==> config.mk <==
export PLATFORM = sky130hd
export DESIGN_NAME = id_ex_stage
export DESIGN_NICKNAME = d
export VERILOG_FILES = /design/src/rtl/id_ex_stage_pkg.sv /design/src/rtl/id_ex_stage_hazard_detect.sv /design/src/rtl/id_ex_stage.sv
export SDC_FILE = /design/constraint.sdc
export NUM_CORES = 1
export LEC_CHECK = 0
export CAP_MARGIN = 10
export CORE_MARGIN = 1
export CORE_UTILIZATION = 39
export CTS_BUF_LIST = sky130_fd_sc_hd__clkbuf_4 sky130_fd_sc_hd__clkbuf_8 sky130_fd_sc_hd__clkbuf_16
export DETAILED_ROUTE_END_ITERATION = 10
export HOLD_SLACK_MARGIN = 0.12
export PLACE_DENSITY = 0.75
export SYNTH_ARGS = -nofsm -noshare
export SYNTH_HDL_FRONTEND = slang
export SYNTH_SLANG_ARGS = --single-unit
==> constraint.sdc <==
create_clock -name clk -period 7.1 [get_ports clk]
set_clock_uncertainty 0.2 [all_clocks]
set_input_delay 2.13 -clock clk [delete_from_list [all_inputs] [get_ports clk]]
set_output_delay 2.13 -clock clk [all_outputs]
set_load 0.005 [all_outputs]
==> src/rtl/id_ex_stage_pkg.sv <==
// Shared types and constants for the ID/EX pipeline register and its hazard logic.
package id_ex_stage_pkg;

    localparam int DATA_WIDTH = 32;
    localparam int ALUOP_W    = 4;

    typedef struct packed {
        logic               reg_write;
        logic               mem_read;
        logic               mem_write;
        logic               alu_src;
        logic [ALUOP_W-1:0] alu_op;
    } ctrl_t;

    // All-zero control never writes the register file or touches memory.
    localparam ctrl_t CTRL_BUBBLE = '0;

endpackage

==> src/rtl/id_ex_stage_hazard_detect.sv <==
// Load-use hazard detection. A load in EX whose destination matches an ID source must stall one cycle.
module hazard_detect (
    input  logic       id_valid,
    input  logic [4:0] id_rs,
    input  logic [4:0] id_rt,
    input  logic       ex_valid,
    input  logic       ex_mem_read,
    input  logic [4:0] ex_rd,
    output logic       luh
);

    // r0 is never written, so a load into it cannot create a dependency.
    assign luh = id_valid & ex_valid & ex_mem_read & (ex_rd != 5'd0) &
                 ((ex_rd == id_rs) | (ex_rd == id_rt));

endmodule

==> src/rtl/id_ex_stage.sv <==
// ID/EX pipeline register with load-use stall/bubble insertion, branch flush, memory hold
// and a saturating stall-cycle counter.
module id_ex_stage #(
    parameter int DATA_WIDTH = id_ex_stage_pkg::DATA_WIDTH,
    parameter int ALUOP_W    = id_ex_stage_pkg::ALUOP_W,
    parameter int CNT_W      = 16
) (
    input  logic                  clk,
    input  logic                  rst,
    input  logic                  id_valid,
    input  logic [4:0]            id_rs,
    input  logic [4:0]            id_rt,
    input  logic [4:0]            id_rd,
    input  logic [DATA_WIDTH-1:0] id_r_data1,
    input  logic [DATA_WIDTH-1:0] id_r_data2,
    input  logic [DATA_WIDTH-1:0] id_imm,
    input  logic                  id_reg_write,
    input  logic                  id_mem_read,
    input  logic                  id_mem_write,
    input  logic                  id_alu_src,
    input  logic [ALUOP_W-1:0]    id_alu_op,
    input  logic                  flush,
    input  logic                  mem_hold,
    output logic                  ex_valid,
    output logic [4:0]            ex_rs,
    output logic [4:0]            ex_rt,
    output logic [4:0]            ex_rd,
    output logic [DATA_WIDTH-1:0] ex_a,
    output logic [DATA_WIDTH-1:0] ex_b,
    output logic [DATA_WIDTH-1:0] ex_imm,
    output logic                  ex_reg_write,
    output logic                  ex_mem_read,
    output logic                  ex_mem_write,
    output logic                  ex_alu_src,
    output logic [ALUOP_W-1:0]    ex_alu_op,
    output logic                  stall_ifid,
    output logic [CNT_W-1:0]      stall_cnt
);

    import id_ex_stage_pkg::*;

    logic                  valid_q, valid_d;
    logic [4:0]            rs_q, rs_d, rt_q, rt_d, rd_q, rd_d;
    logic [DATA_WIDTH-1:0] a_q, a_d, b_q, b_d, imm_q, imm_d;
    ctrl_t                 ctrl_q, ctrl_d, id_ctrl;
    logic [CNT_W-1:0]      cnt_q, cnt_d;
    logic                  luh;

    assign id_ctrl = '{reg_write: id_reg_write, mem_read: id_mem_read,
                       mem_write: id_mem_write, alu_src: id_alu_src, alu_op: id_alu_op};

    hazard_detect u_hazard_detect (
        .id_valid    (id_valid),
        .id_rs       (id_rs),
        .id_rt       (id_rt),
        .ex_valid    (valid_q),
        .ex_mem_read (ctrl_q.mem_read),
        .ex_rd       (rd_q),
        .luh         (luh)
    );

    assign stall_ifid = (luh & ~flush) | mem_hold;

    // NOTE: every _d gets a default first so no path through the priority chain infers a latch.
    always_comb begin
        valid_d = valid_q;
        rs_d    = rs_q;
        rt_d    = rt_q;
        rd_d    = rd_q;
        a_d     = a_q;
        b_d     = b_q;
        imm_d   = imm_q;
        ctrl_d  = ctrl_q;
        cnt_d   = cnt_q;

        if (flush || (!mem_hold && luh)) begin
            valid_d = 1'b0;
            rs_d    = '0;
            rt_d    = '0;
            rd_d    = '0;
            a_d     = '0;
            b_d     = '0;
            imm_d   = '0;
            ctrl_d  = CTRL_BUBBLE;
            // Only genuine load-use stalls are counted; a flush kills the stalled instruction.
            if (!flush && cnt_q != {CNT_W{1'b1}}) begin
                cnt_d = cnt_q + CNT_W'(1);
            end
        end else if (!mem_hold) begin
            valid_d = id_valid;
            rs_d    = id_rs;
            rt_d    = id_rt;
            rd_d    = id_rd;
            a_d     = id_r_data1;
            b_d     = id_r_data2;
            imm_d   = id_imm;
            ctrl_d  = id_valid ? id_ctrl : CTRL_BUBBLE;
        end
    end

    // NOTE: sequential state uses non-blocking assignments so all flops update from pre-edge values.
    always_ff @(posedge clk or posedge rst) begin
        if (rst) begin
            valid_q <= 1'b0;
            rs_q    <= '0;
            rt_q    <= '0;
            rd_q    <= '0;
            a_q     <= '0;
            b_q     <= '0;
            imm_q   <= '0;
            ctrl_q  <= CTRL_BUBBLE;
            cnt_q   <= '0;
        end else begin
            valid_q <= valid_d;
            rs_q    <= rs_d;
            rt_q    <= rt_d;
            rd_q    <= rd_d;
            a_q     <= a_d;
            b_q     <= b_d;
            imm_q   <= imm_d;
            ctrl_q  <= ctrl_d;
            cnt_q   <= cnt_d;
        end
    end

    assign ex_valid     = valid_q;
    assign ex_rs        = rs_q;
    assign ex_rt        = rt_q;
    assign ex_rd        = rd_q;
    assign ex_a         = a_q;
    assign ex_b         = b_q;
    assign ex_imm       = imm_q;
    assign ex_reg_write = ctrl_q.reg_write;
    assign ex_mem_read  = ctrl_q.mem_read;
    assign ex_mem_write = ctrl_q.mem_write;
    assign ex_alu_src   = ctrl_q.alu_src;
    assign ex_alu_op    = ctrl_q.alu_op;
    assign stall_cnt    = cnt_q;

endmodule

==> results.toml <==
[yosys]
synth.yosys.warnings = 0
syn_inst = 616
async_flop_share = 1.000
avgSynthCellArea_sq_um = 9.900
synth_edf_count = 0
synthFlopType = "dfrtp_1"
synth_area_leaders = "dfrtp_1 (56%), nand3b_1 (14%), a21oi_1 (9.1%)"
synth_top_area_share = 0.5581
yosysSeqAreaShare = 0.5581
syn_area_sq_mm = 0.006098
ys_ff_latch = 136
synth_cell_types = 27
yosysTopAreaCell = "dfrtp_1"
syn-num-nets = 741

[timing]
fin_crit_sh = 0.9090
hold_viol = 0
setup_viol_count_final = 0
worst_slew_pin_slew_ps = 1133
hold_ws_ps = 304.3
fmax_mhz = 154.9
timing.setup.tns_ps = 0
rsz0062_at_grt = "no"
period_needed_ps = 6454
final_max_slew_viol_count = 0
slew_headroom = 0.2444

[finish]
nets = 970
seq_area_sq_mm = 0.003403
fin_util = 0.6090
layout-drive-gt1-share = 0.05012
diodes = 0
area_growth_pct = 52.38
final_cell_mix = "clkdlybuf4s50_1 (258), dfrtp_1 (136), nand2_1 (118)"
multi_input_area_sq_mm = 0.002411
final_common_cell = "clkdlybuf4s50_1"
fillCellCount = 1281

[worst_setup_path]
r2r_setup_slack_ps = 3840
worst-path-buf-inv = 2
worstSetupPathType = "in -> out"
cp-end-kind = "primary output"
slowest_stage = "clkdlybuf4s50_1"
cp_cell_sequence = "clkdlybuf4s50_1, xor2_1, nor3_1, a22oi_1, or2_4, o21bai_1, clkdlybuf4s50_1"
critPathMostFrequentCell = "clkdlybuf4s50_1"
max_stage_delay_ps = 590
cp.arrival_ps = 4120
crit_fanout = 4
start_kind = "input port"
cp_top_family = "buffers and inverters"
required_ps = 4770

[clocking]
cts.sinks = 136
cts_buffers = 17
post_cts_buffers = 0
h-tree-depth = 4
root_buffer = "clkbuf_16"
clk_pin_slew_ps = 50
cts_resized = 0
clockBufferDepth = 2
hold_buffers = 0
clock_latency_ps = 410
cts_tree = "built"

[pwr]
clkPwrFrac = 0.436
sequentialPowerShare = 0.430
p_comb_frac = 0.134
p_sw_mw = 0.4579
p_per_area_mw_per_mm2 = 207.6
irDropWorstVdd_uv = 153.4
intPower_mw = 1.472
power.leakage_nw = 3.814
swShare = 0.2373

[die]
die_h_um = 127.0
die_area_sq_mm = 0.01614
row_count = 45
start_util = 0.3997
fp.coreArea_sq_mm = 0.01526
io_pins = 261
fp.dieW_um = 127.0

[drt]
num_vias = 5424
post_drt_via_cell_ratio = 5.074
drc = 0
drt_first_pass_iters = 4
drtAntennaViolNets = 0
drt_iter0_drc = 342
drt_wl_total_um = 17370
wire_per_inst_um = 16.25

[flow_run]
cap_viol_max_count = 0

[min_path]
hold_class = "reg -> reg"

[global_routing]
antenna_found_initial = 0
grt_max_degree = 124
grt_pass1_wl_um = 27180
grt_pass1_vias = 5214
grt-ovfl-total = 0
grt.total_usage = 0.2179

[outcome]
status = "complete, no violations"

[placement]
portBuffers = 260
dp_hpwl_um = 11090
gp_congestion = 0.8025
tightest hold or removal path: cells and delay by family (launching register included):
family           cells  cell delay [ps]
flip-flops           1              340
AND/OR/NAND/NOR      1               80
AO/OA/AOI/OAI        1               50
stage by stage:
stage	total power, mW	std cells	instance area [sq um]	setup WS (ps)
6_report	1.930	1069	9293	646.1
5_1_grt	2.008	1069	9293	507.7
4_1_cts	1.946	1069	9293	625.8
3_5_place_dp	1.104	1037	8726	641.2
3_3_place_gp	1.102	1037	8726	642.1
2_1_floorplan	0.9379	616	6098	1131
sequential cells by signal (all words and copies together) (netlist names), 4 cells and up:
signal,count
ex_rd,5
ex_alu_op,4
ex_rt,5
ex_imm,32
ex_a,32
stall_cnt,16
ex_b,32
ex_rs,5
layer usage:
| metal | routed length (um) | track usage | up-vias |
|---|---|---|---|
| met5 | 0 | 0 | - |
| met4 | 401 | 0.08964 | 0 |
| met3 | 1326 | 0.07705 | 29 |
| met2 | 8207 | 0.3374 | 198 |
| met1 | 7435 | 0.2783 | 2617 |
| li1 | - | - | 2580 |
worst paths after layout:
path,cells past startpoint,start,endpoint
max,7,id_rs[1],stall_ifid
min,2,ex_mem_write,ex_mem_write
max reg2reg,7,ex_rd[3],ex_b[3]
min reg2reg,2,ex_mem_write,ex_mem_write
max in group asynchronous,3,rst,ex_imm[22]
min in group asynchronous,2,rst,ex_b[26]
cell type report:
| type | count | area share |
|---|---|---|
| clock buffers | 20 | 0.05022 |
| clock inverters | 12 | 0.01077 |
| inverters | 1 | 0.0009425 |
| multi-input cells | 424 | 0.2595 |
| flip-flops and latches | 136 | 0.3662 |
| well taps | 211 | 0.02841 |
| repair buffers | 265 | 0.2840 |
logic make-up (layout without fill, tap and decap cells):
kind of cell / count (synthesis) / in the layout / share of synthesized area
AO/OA/AOI/OAI: 123 / 123 / 0.1077
XOR/XNOR: 25 / 25 / 0.03590
flip-flops: 136 / 136 / 0.5581
AND/OR/NAND/NOR: 274 / 274 / 0.2474
adder cells (fa/ha/maj): 1 / 1 / 0.002051
multiplexers: 1 / 1 / 0.001846
buffers and inverters: 56 / 298 / 0.04698
power by group through the flow:
| stage | Clock [mW] | Sequential (mW) | Combinational, mW |
|---|---|---|---|
| floorplan | 0 | 0.846 | 0.0919 |
| global placement | 0 | 0.843 | 0.259 |
| detailed placement | 0 | 0.844 | 0.260 |
| CTS | 0.853 | 0.831 | 0.262 |
| global route | 0.891 | 0.834 | 0.282 |
| finish | 0.841 | 0.831 | 0.258 |
synth_stat cells (all sizes together) (6+ instances only):
library cell,n
dfrtp,136
nand2,118
a21oi,111
nand3b,111
clkbuf,41
xor2,17
nor2,15
buf,14
a32oi,8
xnor2,8
nand3,7
nand4,7
nor3,6
No activity file was read; power rests on OpenSTA's default activity.
